==> config.mk <==
export PLATFORM = sky130hd
export DESIGN_NAME = pe_out_collector
export DESIGN_NICKNAME = d
export VERILOG_FILES = /design/src/rtl/pe_out_collector.sv
export SDC_FILE = /design/constraint.sdc
export NUM_CORES = 1
export LEC_CHECK = 0
export ABC_AREA = 1
export CORE_MARGIN = 4
export CORE_UTILIZATION = 55
export DETAILED_ROUTE_END_ITERATION = 10
export PLACE_DENSITY = 0.73
export SLEW_MARGIN = 20
export SYNTH_ARGS = -nofsm -noshare
export SYNTH_HDL_FRONTEND = slang
export SYNTH_SLANG_ARGS = --single-unit
==> constraint.sdc <==
create_clock -name clk -period 27.4 [get_ports clk]
set_input_delay 5.48 -clock clk [delete_from_list [all_inputs] [get_ports clk]]
set_output_delay 5.48 -clock clk [all_outputs]
set_load 0.01 [all_outputs]
==> src/rtl/pe_out_collector.sv <==
// Output collector for the PE datapath: packs PACK rounded results into one wide
// word and queues packed words in a small first-word-fall-through FIFO.
module pe_out_collector #(
  parameter int para_int_bits  = 7,
  parameter int para_frac_bits = 9,
  parameter int PACK           = 4,
  parameter int DEPTH          = 4,
  localparam int W     = para_int_bits + para_frac_bits,
  localparam int CNTW  = $clog2(PACK + 1),
  localparam int LVLW  = $clog2(DEPTH + 1)
) (
  input  logic                clk,
  input  logic                rst,
  input  logic [W-1:0]        in_data,
  input  logic                in_valid,
  input  logic                flush,
  output logic [PACK*W-1:0]   out_data,
  output logic [CNTW-1:0]     out_count,
  output logic                out_valid,
  input  logic                out_ready,
  output logic [LVLW-1:0]     level,
  output logic                overflow,
  input  logic                clr_overflow
);

  localparam int IDXW = $clog2(PACK);
  localparam int PW   = $clog2(DEPTH);

  // pack stage
  logic [IDXW-1:0]      r_idx;
  logic [W-1:0]         r_lane [PACK];
  logic [PACK*W-1:0]    w_word;
  logic [CNTW-1:0]      w_push_cnt;
  logic                 w_last;
  logic                 w_push;

  // fifo
  logic [PACK*W-1:0]    r_mem_data [DEPTH];
  logic [CNTW-1:0]      r_mem_cnt  [DEPTH];
  logic [PW:0]          r_wptr;
  logic [PW:0]          r_rptr;
  logic                 r_overflow;
  logic                 w_empty;
  logic                 w_full;
  logic                 w_pop;
  logic                 w_wr;
  logic                 w_drop;

  assign w_last     = (r_idx == IDXW'(PACK - 1));
  assign w_push     = (in_valid && w_last) || (flush && (in_valid || (r_idx != '0)));
  assign w_push_cnt = in_valid ? (CNTW'(r_idx) + CNTW'(1)) : CNTW'(r_idx);

  // The word being pushed already contains the sample arriving this cycle.
  always_comb begin
    w_word = '0;
    for (int i = 0; i < PACK; i++) begin
      w_word[i*W +: W] = (in_valid && (r_idx == IDXW'(i))) ? in_data : r_lane[i];
    end
  end

  always_ff @(posedge clk or posedge rst) begin
    if (rst) begin
      r_idx <= '0;
      for (int i = 0; i < PACK; i++) r_lane[i] <= '0;
    end else if (w_push) begin
      r_idx <= '0;
      for (int i = 0; i < PACK; i++) r_lane[i] <= '0;
    end else if (in_valid) begin
      r_lane[r_idx] <= in_data;
      r_idx         <= r_idx + IDXW'(1);
    end
  end

  assign w_empty = (r_wptr == r_rptr);
  assign w_full  = (r_wptr[PW] != r_rptr[PW]) && (r_wptr[PW-1:0] == r_rptr[PW-1:0]);
  assign w_pop   = !w_empty && out_ready;
  // A pop in the same cycle frees the slot, so a full FIFO still accepts.
  assign w_wr    = w_push && (!w_full || w_pop);
  assign w_drop  = w_push && w_full && !w_pop;

  always_ff @(posedge clk or posedge rst) begin
    if (rst) begin
      r_wptr     <= '0;
      r_rptr     <= '0;
      r_overflow <= 1'b0;
      for (int i = 0; i < DEPTH; i++) begin
        r_mem_data[i] <= '0;
        r_mem_cnt[i]  <= '0;
      end
    end else begin
      if (w_wr) begin
        r_mem_data[r_wptr[PW-1:0]] <= w_word;
        r_mem_cnt[r_wptr[PW-1:0]]  <= w_push_cnt;
        r_wptr                     <= r_wptr + (PW+1)'(1);
      end
      if (w_pop) r_rptr <= r_rptr + (PW+1)'(1);
      if (w_drop) r_overflow <= 1'b1;
      else if (clr_overflow) r_overflow <= 1'b0;
    end
  end

  assign out_valid = !w_empty;
  assign out_data  = w_empty ? '0 : r_mem_data[r_rptr[PW-1:0]];
  assign out_count = w_empty ? '0 : r_mem_cnt[r_rptr[PW-1:0]];
  assign level     = LVLW'(r_wptr - r_rptr);
  assign overflow  = r_overflow;

endmodule
== Word-level counts from Yosys, hierarchy flattened ==
Cells that the tools add are included.

* Flip-flop bits (word level): 341
* Output and inout bits: 72
* Bits of input ports: 22

* Add/subtract/negate cells: 5
* Multiplexer cells: 28
* $lt $le $gt $ge: 5
* Bitwise logic cells: 3
* Reductions and logical operators: 22
* Eq/ne operators: 6

{| class="wikitable"
|+ Operators by type and width
! cell !! number
|-
| $mux W64 || 6
|-
| $bwmux W256 || 1
|-
| $bmux W64 S2 || 1
|-
| $demux W64 S2 || 1
|-
| $mux W16 || 5
|-
| $bwmux W64 || 1
|-
| $demux W16 S2 || 1
|-
| $mux W3 || 5
|-
| $bwmux W12 || 1
|-
| $logic_and A1 B1 Y1 || 12
|-
| $ge A3 B3 Y1 const B || 3
|-
| $not A2 Y3 || 3
|-
| $add A3 B1 Y3 const B || 2
|-
| $bmux W3 S2 || 1
|-
| $demux W3 S2 || 1
|-
| $lt A3 B1 Y1 const B || 2
|-
| $reduce_bool A2 Y1 || 3
|-
| $eq A2 B2 Y1 const B || 2
|-
| $mux W2 || 2
|-
| $add A2 B1 Y3 const B || 1
|-
| $eq A3 B3 Y1 || 1
|-
| $logic_not A1 Y1 || 3
|-
| $logic_or A1 B1 Y1 || 3
|-
| $sub A3 B3 Y3 || 1
|-
| 6 further kinds || 7
|}

== Depth between registers and ports, before layout ==
* Depth in word-level cells: 8
* Depth in mapped cells: 12
* Depth with buffers taken out: 8

== Worst setup path after synthesis ==
No wires, ideal clock.

* Path type: reg2out
* Start point: reg r_rptr[1]
* End point: out out_count[0]
* Buffers on the path: 4
* Cell stages (with the launch flop): 10
* Slack: 20,077 ps
* Arrival: 1,843 ps
* Data required time: 21,920 ps
* Cell sequence: dfrtp_1 buf_2 inv_2 clkbuf_1 ha_1 nand2_1 nor2_2 buf_2 buf_2 a21oi_1

* Cells in the longest elaborated chain, start to end: 5

{| class="wikitable"
|+ RTL lines
! element !! line !! source
|-
| start, declared || 41 || <nowiki>logic [PW:0] r_rptr;</nowiki>
|-
| start signal, assigned || 96 || <nowiki>if (w_pop) r_rptr <= r_rptr + (PW+1)'(1);</nowiki>
|-
| $not A2 Y3 (implied by the code) || 104 || <nowiki>assign out_count = w_empty ? '0 : r_mem_cnt[r_rptr[PW-1:0]];</nowiki>
|-
| $bmux W3 S2 || 104 ||
|-
| $mux W3 (implied by the code) (2 in a row) || 104 ||
|-
| $mux W3 (*) || 104 ||
|-
| end, declared || 18 || <nowiki>output logic [CNTW-1:0] out_count,</nowiki>
|}

Every way passes the cells marked *; elsewhere a longest branch is shown, timed or not. The select of a mux whose other input is x is not followed.

== Worst setup path after layout ==
* Start point: reg r_rptr[1]
* End point: out out_data[33]

* Cells in the longest elaborated chain, start to end: 5

{| class="wikitable"
|+ RTL lines
! element !! line !! source
|-
| $not A2 Y3 (implied by the code) || 103 || <nowiki>assign out_data = w_empty ? '0 : r_mem_data[r_rptr[PW-1:0]];</nowiki>
|-
| $bmux W64 S2 || 103 ||
|-
| $mux W64 (implied by the code) (2 in a row) || 103 ||
|-
| $mux W64 (*) || 103 ||
|-
| end, declared || 17 || <nowiki>output logic [PACK*W-1:0] out_data,</nowiki>
|}

Marked as above.

==> results.txt <==
The run finished with clean final reports. The number of global-route vias before repair came out at around 15000. The number of buffers inserted for hold repair after clock tree synthesis came out at 0.

The area of the mapped netlist came out at about 17000 µm². The number of nets handed over by synthesis was 2246. The hold violation count in the final report is 0. The leakage power summed over all cells is approximately 10 nW. The count of fill cells added during filler insertion is between 2000 and 3000. For this configuration, the core starts out at a cell density of 0.556.

For this run, the total global-route usage over all layers was measured as 0.292. The post-CTS repair timing setup buffer count came out at 0. The cell area after layout came out at around 19000 µm². The maximum buffer depth of the clock tree came out at 3. Subtracting the final worst setup slack from the clock period gives 9.67 ns. STA puts the critical path data required time at 21.92 ns.

Dividing the detail-routed wire length by the instance count gives 19.1 µm. The final number of max-transition violations came out at 0. The worst slew margin relative to its limit is 0.302. The final routed wirelength across all metal layers came out at between 40 and 50 mm. The global-route wire length before repair came out at 80.9 mm.

The area fraction of the dominant cell type after synthesis came out at 0.501. The number of resized instances in the post-cts repair step is 0. The floorplan step set the die height to ~180 µm. The number of H-tree levels came out at 2. During synthesis, Yosys emitted a total of 0 warnings.

The average cell area after synthesis is 7.69 µm². By instance count, the cell type seen most on the critical path is buf_4. In this run the cell area measured after placement is about 18000 µm². The placed wire-length estimate came out at ~26 mm. The via count is approximately 15000. The power density of the placed cells came out at approximately 120 nW/µm². The cell family contributing the most delay on the critical path is buffers and inverters. The port buffer count is between 90 and 100. The average via count per standard cell came out at around 6.0. The number of different library cells in the post-synthesis netlist came out at 24.

The clock sink total came out at about 340. In the routed design, unresolved DRC markers number 0. TritonCTS built the clock tree. The library cell with the largest summed area after synthesis is dfrtp_1. The die width came out at about 180 µm. For this block, the initial DRC count from the detailed router was between 1500 and 2000. The setup-violating endpoint count in the final report came out at 0. The launching element type of the critical path is a register. The number of antenna violations at the first check in global routing was 0. After clock tree synthesis, the clock-pin slew on the worst setup and hold paths is roughly 0.06 ns. The number of antenna-violating nets in the routed design is 0.

The critical path buffer and inverter count came out at 4. The share of the clock period used by the worst path is 0.353. The net count of the finished layout is around 2200. The largest net degree at the start of global routing is between 100 and 150. The routability-driven placement congestion ratio came out at 0.822. The data arrival at the endpoint of the critical path came out at between 4 and 5 ns.

The met1 capacity usage during global routing came out at 0.416. Synthesis inferred around 340 register bits. The slowest stage cell on the critical path is buf_4.

The peak supply drop came out at a little under 0.08 mV. The routing usage on met2 is 0.456. The root buffer cell chosen for the clock tree is clkbuf_16. The fmax came out at between 100 and 150 MHz. The actual slew at the worst max-slew pin is between 1 and 1.5 ns. The maximum cell stage delay along the critical path came out at slightly above 0.7 ns. The aggregate negative setup slack is 0 ns. STA classifies the critical path endpoint as a primary output. The number of standard-cell rows in the floorplan is 64. The critical path is of the reg -> out type. The clock arrives with ~0.0099 ns of skew. The largest fanout of any net on the critical path is 69. The clock reaches the later pin of the worst-skew pair after 0.52 ns.

94 I/O pins were placed. The signal on the critical path passes through inv_2 -> buf_4 -> ha_1 -> nand2_1 -> nor2_4 -> buf_4 -> a21oi_1 -> clkdlybuf4s50_1. The die area is ~34000 µm². The combined flip-flop and latch cell area came out at ~8500 µm².

The remaining global-route overflow came out at 0. After synthesis, the cell types taking the most area are dfrtp_1, nand2_1, nand4_1, nor2_1, o21ai_0. The detailed-routing iteration count for the pre-antenna-repair pass came out at 6. Setup repair after global routing left no endpoint under its margin.

The area of the placeable core is between 30000 and 40000 µm². The multi-input logic area is between 7000 and 8000 µm². The met3 track demand over resource is 0.0598. The proportion of synthesized chip area in sequential cells is 0.501. The min-delay analysis places its worst path in the category reg -> reg. The ratio of cells with drive above 1 in the final layout is 0.0461.

The post-layout total power is ~2.3 mW. The number of max-cap violations is 0. The cell count after synthesis came out at 2212. The number of buffers created by CTS came out at 37. The area growth from synthesis to layout is 10.6%.

The layer flagged by global routing as most heavily used is met2.
-- routing by layer --
layer / share of wire / wire length, µm
met5: 0 / 0
met4: 0.026 / 1270
met3: 0.091 / 4520
met2: 0.46 / 22800
met1: 0.42 / 20900
-- cells by family (layout without fill, tap and decap cells) --
group                    count (synthesis)  after routing  share of synthesized area
AO/OA/AOI/OAI                          203            203                     0.0598
XOR/XNOR                                 2              2                    0.00103
adder cells (fa/ha/maj)                 12             12                    0.00926
buffers and inverters                  281            262                     0.0789
flip-flops                             341            341                      0.501
other                                    0              1                          0
AND/OR/NAND/NOR                       1373           1373                      0.350
-- stage by stage --
stage / worst slack [ns] / hold WS, ns / utilization / std cells
3_5_place_dp: 17.54 / 0.453 / 0.577 / 2526
4_1_cts: 17.84 / 0.467 / 0.615 / 2589
2_1_floorplan: 12.47 / 0.437 / - / 2212
6_report: 17.73 / 0.465 / 0.616 / 2590
5_1_grt: 17.60 / 0.482 / 0.615 / 2589
3_3_place_gp: 17.60 / 0.448 / 0.577 / 2526
-- cell type report --
cell class,instances,area share
multi-input cells,1590,0.382
diodes,1,0.000133
clock buffers,57,0.0601
flip-flops and latches,341,0.453
inverters,83,0.0170
well taps,396,0.0263
clock inverters,6,0.00292
repair buffers,116,0.0583
-- worst paths after layout --
check	from	to	slack (ns)	cells after the start
max	r_rptr[1]$_DFFE_PP0N_	out_data[33]	17.73	8
min	r_mem_data[135]$_DFFE_PP0P_	r_mem_data[135]$_DFFE_PP0P_	0.47	2
max reg2reg	r_idx[0]$_DFFE_PP0P_	r_mem_data[61]$_DFFE_PP0P_	22.59	8
min reg2reg	r_mem_data[135]$_DFFE_PP0P_	r_mem_data[135]$_DFFE_PP0P_	0.47	2
max in group asynchronous	rst	r_mem_data[227]$_DFFE_PP0P_	19.78	4
min in group asynchronous	rst	r_mem_data[250]$_DFFE_PP0P_	5.57	2
-- power breakdown --
group	total (mW)	switching, mW	internal (mW)
clock network	0.492	0.200	0.292
logic	1.03	0.666	0.361
registers	0.738	0.0876	0.650
-- worst reg2reg max path, cell delays in order (launching register included) --
cell and delay [ns]:
dfrtp_1 0.40, ha_1 0.60, nand2_4 0.28, nand2_8 0.66, buf_4 0.87, nand3_2 1.04, buf_4 0.64, nand2_1 0.15
nand2_1 0.06
-- cells in the final DEF (no fill, tap or decap), drive strengths merged --
| cell type | netlist | final |
|---|---|---|
| nand2 | 747 | 747 |
| dfrtp | 341 | 341 |
| nor2 | 287 | 287 |
| nand4 | 269 | 269 |
| o21ai | 135 | 135 |
| clkdlybuf4s50 | 0 | 92 |
| inv | 83 | 82 |
| nand3 | 70 | 70 |
| a21oi | 67 | 67 |
| clkbuf | 68 | 57 |
| buf | 130 | 24 |
| ha | 11 | 11 |
| clkinv | 0 | 6 |
| xor2 | 2 | 2 |
| diode | 0 | 1 |
| o22ai | 1 | 1 |
| fa | 1 | 1 |
| bufinv | 0 | 1 |
-- registers in the layout, indices dropped and copies added (netlist names) --
signal and flops:
r_lane 64, r_idx 2, r_mem_data 256, r_mem_cnt 12, r_wptr 3, r_rptr 3
overflow 1
-- Yosys cell counts --
cell and n:
nand2_1 743, dfrtp_1 341, nor2_1 286, nand4_1 269, o21ai_0 85, buf_2 83
inv_1 78, clkbuf_1 68, a21oi_1 67, nand3_1 67, o21ai_1 50, buf_4 16
buf_1 15, buf_6 15, ha_1 11, inv_2 5, nand3_2 3, nand2_2 2
nand2_4 2, xor2_1 2, buf_8 1, fa_1 1, nor2_2 1, o22ai_1 1
(Power assumes the default switching activity.)
